File: config.mk
export PLATFORM = sky130hd
export DESIGN_NAME = dpram_arbiter
export DESIGN_NICKNAME = d
export VERILOG_FILES = /design/src/rtl/dpram_arbiter.sv
export SDC_FILE = /design/constraint.sdc
export NUM_CORES = 1
export LEC_CHECK = 0
export CELL_PAD_IN_SITES_DETAIL_PLACEMENT = 1
export CELL_PAD_IN_SITES_GLOBAL_PLACEMENT = 1
export CORE_MARGIN = 2
export CORE_UTILIZATION = 32
export CTS_CLUSTER_DIAMETER = 150
export DETAILED_ROUTE_END_ITERATION = 7
export GPL_ROUTABILITY_DRIVEN = 0
export HOLD_SLACK_MARGIN = 0.12
export PLACE_DENSITY_LB_ADDON = 0.15
export SLEW_MARGIN = 40
export SYNTH_ARGS = -nofsm -noshare
export SYNTH_HDL_FRONTEND = slang
export SYNTH_SLANG_ARGS = --single-unit
export TNS_END_PERCENT = 30
File: constraint.sdc
create_clock -name clk -period 2.9 [get_ports clk]
set_input_delay 0.29 -clock clk [delete_from_list [all_inputs] [get_ports clk]]
set_output_delay 0.29 -clock clk [all_outputs]
set_load 0.02 [all_outputs]
File: src/rtl/dpram_arbiter.sv
// Round-robin arbiter sharing the two dpram ports among NREQ requesters.
// Define DPRAM_ARB_COLLISION_CHECK_EN to block same-address write pairs.
module dpram_arbiter #(
  parameter int NREQ = 4,
  parameter int AW   = 4,
  parameter int DW   = 8
) (
  input  logic                 clk,
  input  logic                 rst_n,
  input  logic [NREQ-1:0]      req_valid,
  input  logic [NREQ-1:0]      req_we,
  input  logic [NREQ*AW-1:0]   req_addr,
  input  logic [NREQ*DW-1:0]   req_wdata,
  output logic [NREQ-1:0]      req_ready,
  output logic [NREQ-1:0]      rsp_valid,
  output logic [NREQ*DW-1:0]   rsp_rdata,
  output logic                 wea,
  output logic                 web,
  output logic [AW-1:0]        addra,
  output logic [AW-1:0]        addrb,
  output logic [DW-1:0]        dina,
  output logic [DW-1:0]        dinb,
  input  logic [DW-1:0]        douta,
  input  logic [DW-1:0]        doutb
);

  localparam int PW = (NREQ > 1) ? $clog2(NREQ) : 1;
  localparam logic [PW:0]   NR   = (PW+1)'(NREQ);
  localparam logic [PW-1:0] LAST = PW'(NREQ - 1);

  logic [PW-1:0]      ptr_q, ptr_d;
  logic [PW-1:0]      idx_a, idx_b, cur, last;
  logic [PW:0]        sum;
  logic               fnd_a, fnd_b;
  logic               gnt_a, gnt_b, coll;
  logic [AW-1:0]      addr_a, addr_b;
  logic               we_a, we_b;

  logic               tag_a_q, tag_a_d;
  logic               tag_b_q, tag_b_d;
  logic [PW-1:0]      tidx_a_q, tidx_a_d;
  logic [PW-1:0]      tidx_b_q, tidx_b_d;
  logic [NREQ-1:0]    rsp_valid_q, rsp_valid_d;
  logic [NREQ*DW-1:0] rsp_rdata_q, rsp_rdata_d;

  // First two valid requesters starting at ptr become port A / port B.
  always_comb begin
    idx_a = '0;
    idx_b = '0;
    fnd_a = 1'b0;
    fnd_b = 1'b0;
    sum   = '0;
    cur   = '0;
    for (int k = 0; k < NREQ; k++) begin
      sum = {1'b0, ptr_q} + (PW+1)'(k);
      if (sum >= NR) sum = sum - NR;
      cur = sum[PW-1:0];
      if (rst_n && req_valid[cur]) begin
        if (!fnd_a) begin
          fnd_a = 1'b1;
          idx_a = cur;
        end else if (!fnd_b) begin
          fnd_b = 1'b1;
          idx_b = cur;
        end
      end
    end
  end

  always_comb begin
    addr_a = req_addr[idx_a*AW +: AW];
    addr_b = req_addr[idx_b*AW +: AW];
    we_a   = req_we[idx_a];
    we_b   = req_we[idx_b];
`ifdef DPRAM_ARB_COLLISION_CHECK_EN
    coll = fnd_b && (addr_a == addr_b) && (we_a || we_b);
`else
    coll = 1'b0;
`endif
    gnt_a = fnd_a;
    gnt_b = fnd_b && !coll;
  end

  always_comb begin
    req_ready = '0;
    if (gnt_a) req_ready[idx_a] = 1'b1;
    if (gnt_b) req_ready[idx_b] = 1'b1;
    wea   = gnt_a && we_a;
    web   = gnt_b && we_b;
    addra = gnt_a ? addr_a : '0;
    addrb = gnt_b ? addr_b : '0;
    dina  = gnt_a ? req_wdata[idx_a*DW +: DW] : '0;
    dinb  = gnt_b ? req_wdata[idx_b*DW +: DW] : '0;
  end

  // Next scan starts just after the last granted requester.
  always_comb begin
    last  = gnt_b ? idx_b : idx_a;
    ptr_d = ptr_q;
    if (gnt_a) ptr_d = (last == LAST) ? '0 : last + 1'b1;
  end

  always_comb begin
    tag_a_d  = gnt_a && !we_a;
    tag_b_d  = gnt_b && !we_b;
    tidx_a_d = idx_a;
    tidx_b_d = idx_b;
  end

  always_comb begin
    rsp_valid_d = '0;
    rsp_rdata_d = rsp_rdata_q;
    if (tag_a_q) begin
      rsp_valid_d[tidx_a_q] = 1'b1;
      rsp_rdata_d[tidx_a_q*DW +: DW] = douta;
    end
    if (tag_b_q) begin
      rsp_valid_d[tidx_b_q] = 1'b1;
      rsp_rdata_d[tidx_b_q*DW +: DW] = doutb;
    end
  end

  always_ff @(posedge clk) begin
    if (!rst_n) begin
      ptr_q       <= '0;
      tag_a_q     <= 1'b0;
      tag_b_q     <= 1'b0;
      tidx_a_q    <= '0;
      tidx_b_q    <= '0;
      rsp_valid_q <= '0;
      rsp_rdata_q <= '0;
    end else begin
      ptr_q       <= ptr_d;
      tag_a_q     <= tag_a_d;
      tag_b_q     <= tag_b_d;
      tidx_a_q    <= tidx_a_d;
      tidx_b_q    <= tidx_b_d;
      rsp_valid_q <= rsp_valid_d;
      rsp_rdata_q <= rsp_rdata_d;
    end
  end

  assign rsp_valid = rsp_valid_q;
  assign rsp_rdata = rsp_rdata_q;

endmodule

==> results of run 1 <==
[worst register-to-register path: stages, from the launching register on]
cell and delay [ps]:
dfxtp_4 380, mux4_2 510, or2_4 280, or4b_4 530
nand3_4 160, buf_16 140, buf_8 130, buf_4 120
buf_4 110, mux2i_1 200, nand4b_1 110
[what timing repair did]
item | CTS | global route
setup endpoints to repair | 30 | 30
gates cloned | 4 | 1
buffers inserted | 11 | 5
pin swaps | 13 | 10
resized for setup | 193 | 36
[sequential cells by signal (all words and copies together) (netlist names)]
register,flops
ptr_q,2
rsp_rdata,32
rsp_valid,4
tag_a_q,1
tag_b_q,1
tidx_a_q,2
tidx_b_q,2
[cells in the mapped netlist, types with 2 or more instances]
| cell | n | share of area |
|---|---|---|
| and2_1 | 16 | 0.028 |
| buf_4 | 2 | 0.0042 |
| o22ai_1 | 4 | 0.0070 |
| ha_1 | 15 | 0.052 |
| dfxtp_1 | 44 | 0.24 |
| nor2_1 | 54 | 0.056 |
| a22o_1 | 25 | 0.061 |
| buf_2 | 3 | 0.0042 |
| clkbuf_1 | 17 | 0.018 |
| inv_1 | 9 | 0.0094 |
| buf_6 | 5 | 0.016 |
| nand2b_1 | 3 | 0.0052 |
| a21oi_1 | 15 | 0.021 |
| buf_1 | 2 | 0.0021 |
| nand2_1 | 12 | 0.013 |
| mux4_2 | 2 | 0.013 |
| nand3_2 | 2 | 0.0056 |
| a22oi_1 | 33 | 0.069 |
| nor3_1 | 2 | 0.0028 |
| mux2_2 | 3 | 0.0094 |
| xnor2_1 | 2 | 0.0049 |
| nor2b_1 | 3 | 0.0052 |
| nor4_1 | 4 | 0.0070 |
| a211oi_1 | 13 | 0.027 |
| buf_8 | 3 | 0.013 |
| nand3_1 | 5 | 0.0070 |
| o22ai_2 | 11 | 0.038 |
| nor4b_1 | 6 | 0.015 |
| a211oi_2 | 12 | 0.042 |
| o31ai_2 | 2 | 0.0070 |
| mux2i_1 | 47 | 0.13 |
[metal layers]
metal	vias up	GRT usage	wire length (µm)
met5	-	0	0
met4	0	0.06420	237
met3	17	0.04292	973
met2	157	0.4439	8047
met1	2086	0.3000	6512
li1	1917	-	-
[path summary, 6_finish.rpt]
check | from | endpoint | depth (start not counted)
hold reg to reg | tag_b_q | rsp_valid[1] | 2
setup reg to reg | ptr_q[1] | ptr_q[1] | 10
setup / recovery | ptr_q[1] | addrb[0] | 11
hold / removal | tag_b_q | rsp_valid[1] | 2
[logic make-up after synthesis]
family | share of synthesized area
flip-flops | 0.2448
XOR/XNOR | 0.004869
buffers and inverters | 0.06849
AND/OR/NAND/NOR | 0.1624
AO/OA/AOI/OAI | 0.3147
multiplexers | 0.1526
adder cells (fa/ha/maj) | 0.05216
[metrics by stage]
stage / setup slack (ps) / std cells
2_1_floorplan: 89.15 / 403
3_3_place_gp: -710.2 / 707
3_5_place_dp: -799.9 / 707
4_1_cts: -232.4 / 730
5_1_grt: -368.1 / 736
6_report: -295.9 / 736
[final cells by class]
cell class | instances | share of cell area
clock inverters | 1 | 0.001232
repair buffers | 217 | 0.3514
flip-flops and latches | 44 | 0.1451
clock buffers | 7 | 0.01416
multi-input cells | 316 | 0.4522
inverters | 11 | 0.007184
well taps | 140 | 0.02874
[power groups by stage]
| stage | Sequential (W) | Combinational, W | Clock, W |
|---|---|---|---|
| floorplan | 0.000753 | 0.00126 | 0 |
| global placement | 0.000749 | 0.00210 | 0 |
| detailed placement | 0.000752 | 0.00216 | 0 |
| CTS | 0.000742 | 0.00250 | 0.000418 |
| global route | 0.000751 | 0.00289 | 0.000445 |
| finish | 0.000742 | 0.00275 | 0.000410 |
==> metrics.txt, run 1 <==
Clock Latency Late Sink=300 ps; drt pass-1 iters=4; Max stage delay cell, worst path=mux2_2; port bufs=139; first-pass GRT wire length=23230 µm; initial antenna violation count=0; Vias=4177; Pwr Total=0.003900 W; final cell area excluding filler cells=6096 µm²; Sequential Area=884.6 µm²; cell mode on critical path=buf_4; Std-Cell Core Area=10890 µm²; Internal=0.002258 W; total global-route track usage=0.2460; violated checks=setup timing; EDFF count, synth=0; Hold Path Class=reg2reg; Worst Slack Setup Final=-295.9 ps; vias in the first global route=4460; crit path capture type=primary output; CTS root buffer=clkbuf_8; most used flip-flop cell after synthesis=dfxtp_1; worst-path cell chain=buf_4 > mux2_2 > buf_4 > a311oi_2 > buf_4 > o2bb2ai_4 > buf_12 > buf_12 > mux2i_2 > o22ai_2 > buf_2; Yosys reg bits=44; Flop pwr share=0.190; DP Wirelength=10580 µm; Max VDD drop=0.2958 mV; family with the most delay on the worst path=buffers and inverters; Iter 0 DRT Violations=176; clock buffer depth=2; crit path DAT=2910 ps; Fin Setup TNS=-6229 ps; post-synthesis net count=492; internal reg-to-reg setup slack=120 ps; Detailed Route WL=15770 µm; Placed Area=5465 µm²; outcome=finished, violations left; Setup Skew=10.06 ps; Slew Viols, Final=0; period utilization=1.102; DRC viols=0; syn_area_per_cell=8.929 µm²; most frequent cells in the layout=clkdlybuf4s50_1 (105), buf_4 (77), nor2_1 (53), dfxtp_1 (43); total die area=12110 µm²; RSZ-0062 raised after global routing=yes; Die Wd=110.0 µm; synth warn=0; Worst-Margin Slew=498.3 ps; CTS tree=built; footprint of the multi-input gates=2756 µm²; max-cap viol count=0; WHS=588.3 ps; Sw Share=0.4210; Fillers=1251; commonest non-fill, non-tap cell in the layout=clkdlybuf4s50_1; diode count=0; Worst-path clk slew=90 ps; largest net degree at the start of global routing=39; PD cells=639.8 nW/µm²; GRT overflow=0; Tmin final=3196 ps; CP Launch Type=register; share of cells above drive strength 1=0.3205; Synth async-reset ratio=0; crit-path max FO=16; Synth cell types=58; Seq/Total Area, Yosys=0.2448; routed len/inst=21.43 µm; Sw Pwr=0.001642 W; Avg Vias per Cell=5.675; Die Height=110.0 µm; Logic pwr share=0.705; number of top-level pins=140; Final Hold Fails=0; Buf/Inv on CP=6; Required @ worst endpoint=2610 ps; # rows=38; Sink Count=44; largest stage delay on the critical path=390 ps; Post-Syn Instances=403; Synth Cell Area=3598 µm²; static leakage power=2.342 nW; relative slew slack=0.6670; Num CTS Buffers=5; maximum clock rate=312.9 MHz; final setup fails=30; clock network power share=0.105; kind of critical path=reg2out; Util after Layout=0.5599; CTS Hold Buffers Added=0; antenna-violating nets left=0; H-tree levels=2; Initial Util=0.3305; area delta synth->final=69.40%; final net count=684
No activity file was read; power rests on OpenSTA's default activity.
==> run 2: changes to the inputs <==
--- a/config.mk
+++ b/config.mk
@@ -5,10 +5,12 @@
 export SDC_FILE = /design/constraint.sdc
 export NUM_CORES = 1
 export LEC_CHECK = 0
+export ABC_AREA = 1
+export CAP_MARGIN = 20
 export CELL_PAD_IN_SITES_DETAIL_PLACEMENT = 1
 export CELL_PAD_IN_SITES_GLOBAL_PLACEMENT = 1
 export CORE_MARGIN = 2
-export CORE_UTILIZATION = 32
+export CORE_UTILIZATION = 30
 export CTS_CLUSTER_DIAMETER = 150
 export DETAILED_ROUTE_END_ITERATION = 7
 export GPL_ROUTABILITY_DRIVEN = 0
==> run 2 against run 1 <==
  * Sequential cell count is the same
  * Global-route usage shrank 1.1 points
  * Largest cell class unchanged
  * Clock skew shrank 4.3 ps
  * Routed wire length grew 15%
  * Worst hold slack lost 110 ps
  * Sequential power grew 14%
  * The run still ends with setup timing left
  * First-iteration DRC count grew 52%
  * Cell count grew 33%
  * Sequential share of layout area shrank 0.51 points
==> metrics.txt, run 2 <==
outcome=finished, violations left; violated checks=setup timing; GRT overflow=0 (unchanged); port bufs=139 (unchanged); RSZ-0062 raised after global routing=yes; most area-consuming cells after synthesis=dfxtp_1 (24%), nand2_1 (17%), nor2_1 (7.3%); CTS tree=built; Std-Cell Core Area=12110 µm² (+11%); r2r startpoint=ptr_q[0]; top-count cell post-synth=nand2_1; static leakage power=2.837 nW (+21%); Clock Latency Late Sink=290 ps (about the same); drt pass-1 iters=5 (+1); most used flip-flop cell after synthesis=dfxtp_1; area delta synth->final=69.52% (about the same); most frequent cells in the layout=nand2_1 (151), clkdlybuf4s50_1 (105), buf_4 (69), nor2_1 (65), inv_1 (45); Required @ worst endpoint=2610 ps (about the same); Max VDD drop=0.6313 mV (+110%); routed len/inst=18.54 µm (-13%); Avg Vias per Cell=5.348 (-5.8%); Synth area leader=dfxtp_1; H-tree levels=2 (unchanged); Num CTS Buffers=5 (unchanged); final setup fails=8 (-73%); Yosys reg bits=44 (unchanged); max-cap viol count=0 (unchanged); diode count=0 (unchanged); Die Wd=115.7 µm (+5.1%); Iter 0 DRT Violations=267 (+52%); Hold Path Class=reg2reg; post-synthesis net count=696 (+41%); kind of critical path=in2out; number of top-level pins=140 (unchanged); Post-Synth Simple-Gate Area=0.4017 (+0.2394); Yosys top cell area share=0.2353 (-0.009490); EDFF count, synth=0 (unchanged); CTS Hold Buffers Added=0 (unchanged); syn_area_per_cell=6.167 µm² (-31%); xor/xnor share of the synthesized area=0 (-0.004868); vias in the first global route=5230 (+17%); initial antenna violation count=0 (unchanged); maximum clock rate=337.1 MHz (+7.7%); Synth Area in Adders=0.05013 (-0.002022); Worst Slack Setup Final=-66.63 ps (+229.2 ps); crit-path max FO=7 (-9); Post-Syn Instances=607 (+51%); relative slew slack=0.5547 (-0.1123); PD cells=1203 nW/µm² (+88%); Pwr Total=0.007636 W (+96%); Seq/Total Area, Yosys=0.2353 (-0.009490); internal reg-to-reg setup slack=570 ps (+450 ps); clock buffer depth=2 (unchanged); Die Height=115.7 µm (+5.1%); Max stage delay cell, worst path=clkdlybuf4s50_1; Tmin final=2967 ps (-229.2 ps); total global-route track usage=0.2352 (-0.01084); # rows=40 (+5.3%); commonest non-fill, non-tap cell in the layout=nand2_1; Final Hold Fails=0 (unchanged); worst slack, placed=-509.4 ps (+290.5 ps); WHS=479.2 ps (-109.1 ps); total die area=13390 µm² (+11%); final net count=896 (+31%); Worst R2R End=tag_a_q; period utilization=1.023 (-0.07905); crit path DAT=2680 ps (-230 ps); Post-synth top cells=nand2_1 (167), nor2_1 (73), inv_1 (46), dfxtp_1 (44), nand3_1 (35); largest stage delay on the critical path=660 ps (+270 ps); Sink Count=44 (unchanged); share of cells above drive strength 1=0.2550 (-0.06552); CTS root buffer=clkbuf_16; max FFs per register=32 (unchanged); Initial Util=0.3091 (-0.02141); DP Wirelength=12490 µm (+18%); Slew Viols, Final=0 (unchanged); largest net degree at the start of global routing=29 (-26%); Synth Cell Area=3744 µm² (+4.0%); Vias=5220 (+25%); Setup Skew=5.749 ps (-4.309 ps); Worst-Margin Slew=665.5 ps (+167.2 ps); Detailed Route WL=18100 µm (+15%); reg2reg path depth=17 (+7); Worst-path clk slew=60 ps (-30 ps); Util after Layout=0.5240 (-0.03590); first-pass GRT wire length=25330 µm (+9.1%); worst hold stages=2 (unchanged); Synth async-reset ratio=0 (unchanged); compound-cell area share of the yosys netlist=0.2122 (-0.1024); synth warn=0 (unchanged); worst hold start=rsp_rdata[12]; Synth cell types=36 (-38%); largest family of logic cells by synthesized area=simple AND/OR/NAND/NOR gates; CP Launch Type=primary input; antenna-violating nets left=0 (unchanged); Worst Hold End=rsp_rdata[12]; DRC viols=0 (unchanged); crit path capture type=primary output; worst-path cell chain=clkdlybuf4s50_1 > buf_4 > nand2_2 > nor2_4 > nand3_2 > nand2_2 > nand3_2 > nand2_4 > buf_12 > nor2_4 > nand2_1 > o21ai_0 > nor3_1 > buf_2; post-synthesis mux area share=0 (-0.1526)
run 2: changes by cell type after synthesis, moves of 25 or more:
cell	change
a22o_1	-25
a22oi_1	-33
inv_1	+37
mux2i_1	-47
nand2_1	+155
nand3_1	+30
nor3_1	+29
o21ai_0	+33
run 2: worst max-delay path by stage:
stage	startpoint	to	slack, ps	depth (start not counted)
floorplan	ptr_q[0]	addra[0]	250	15
global placement	req_valid[3]	dinb[1]	-410	17
detailed placement	req_valid[3]	dina[7]	-510	16
CTS	ptr_q[0]	dina[0]	-60	16
global route	rst_n	addra[2]	-160	14
finish	rst_n	addra[2]	-70	14
run 2: kinds of logic after synthesis:
logic type | Yosys count
adders and majority gates | 15
DFF | 44
buffers and inverters | 83
and+or+nand+nor | 335
AOI/OAI and AO/OA | 130
run 2: layout make-up:
type                    instances  area (µm²)
repair buffers                218        2039
well taps                     168       210.2
clock buffers                   6       128.9
multi-input cells             480        2786
repair inverters                1       11.26
flip-flops and latches         44       888.4
inverters                      57       246.5
fillers                      1577        5766
clock inverters                 2       35.03
run 2: critical path: cells and delay by family:
family | cells | cell delay (ps)
AOI/OAI and AO/OA | 1 | 100
and+or+nand+nor | 9 | 1050
buffers and inverters | 4 | 1220
run 2: report_power, final:
group | leakage, nW | switching (W) | total (W) | internal (W)
clock network | 0.0808 | 0.000234 | 0.000640 | 0.000405
registers | 0.359 | 0.000109 | 0.000847 | 0.000738
logic | 2.40 | 0.00368 | 0.00615 | 0.00247
run 2: repair_timing:
action                                  CTS  global route
setup buffers                             2            11
resized for setup                       120           132
gates cloned                              0             6
pin swaps                                 7            46
endpoints found under the setup margin   30            30
run 2: routing by layer:
layer / track usage / vias up / part of all wire
met5: 0 / - / 0
met4: 0.08095 / 0 / 0.032
met3: 0.04236 / 52 / 0.065
met2: 0.4320 / 228 / 0.52
met1: 0.2741 / 2493 / 0.38
li1: - / 2447 / -
run 2: stage by stage:
stage / area, µm² / instances / TNS (ps)
floorplan: 3744 / 607 / 0
global placement: 5682 / 949 / -10690
detailed placement: 5682 / 949 / -12600
CTS: 5857 / 959 / -175.4
global route: 6346 / 976 / -3040
finish: 6346 / 976 / -270.1
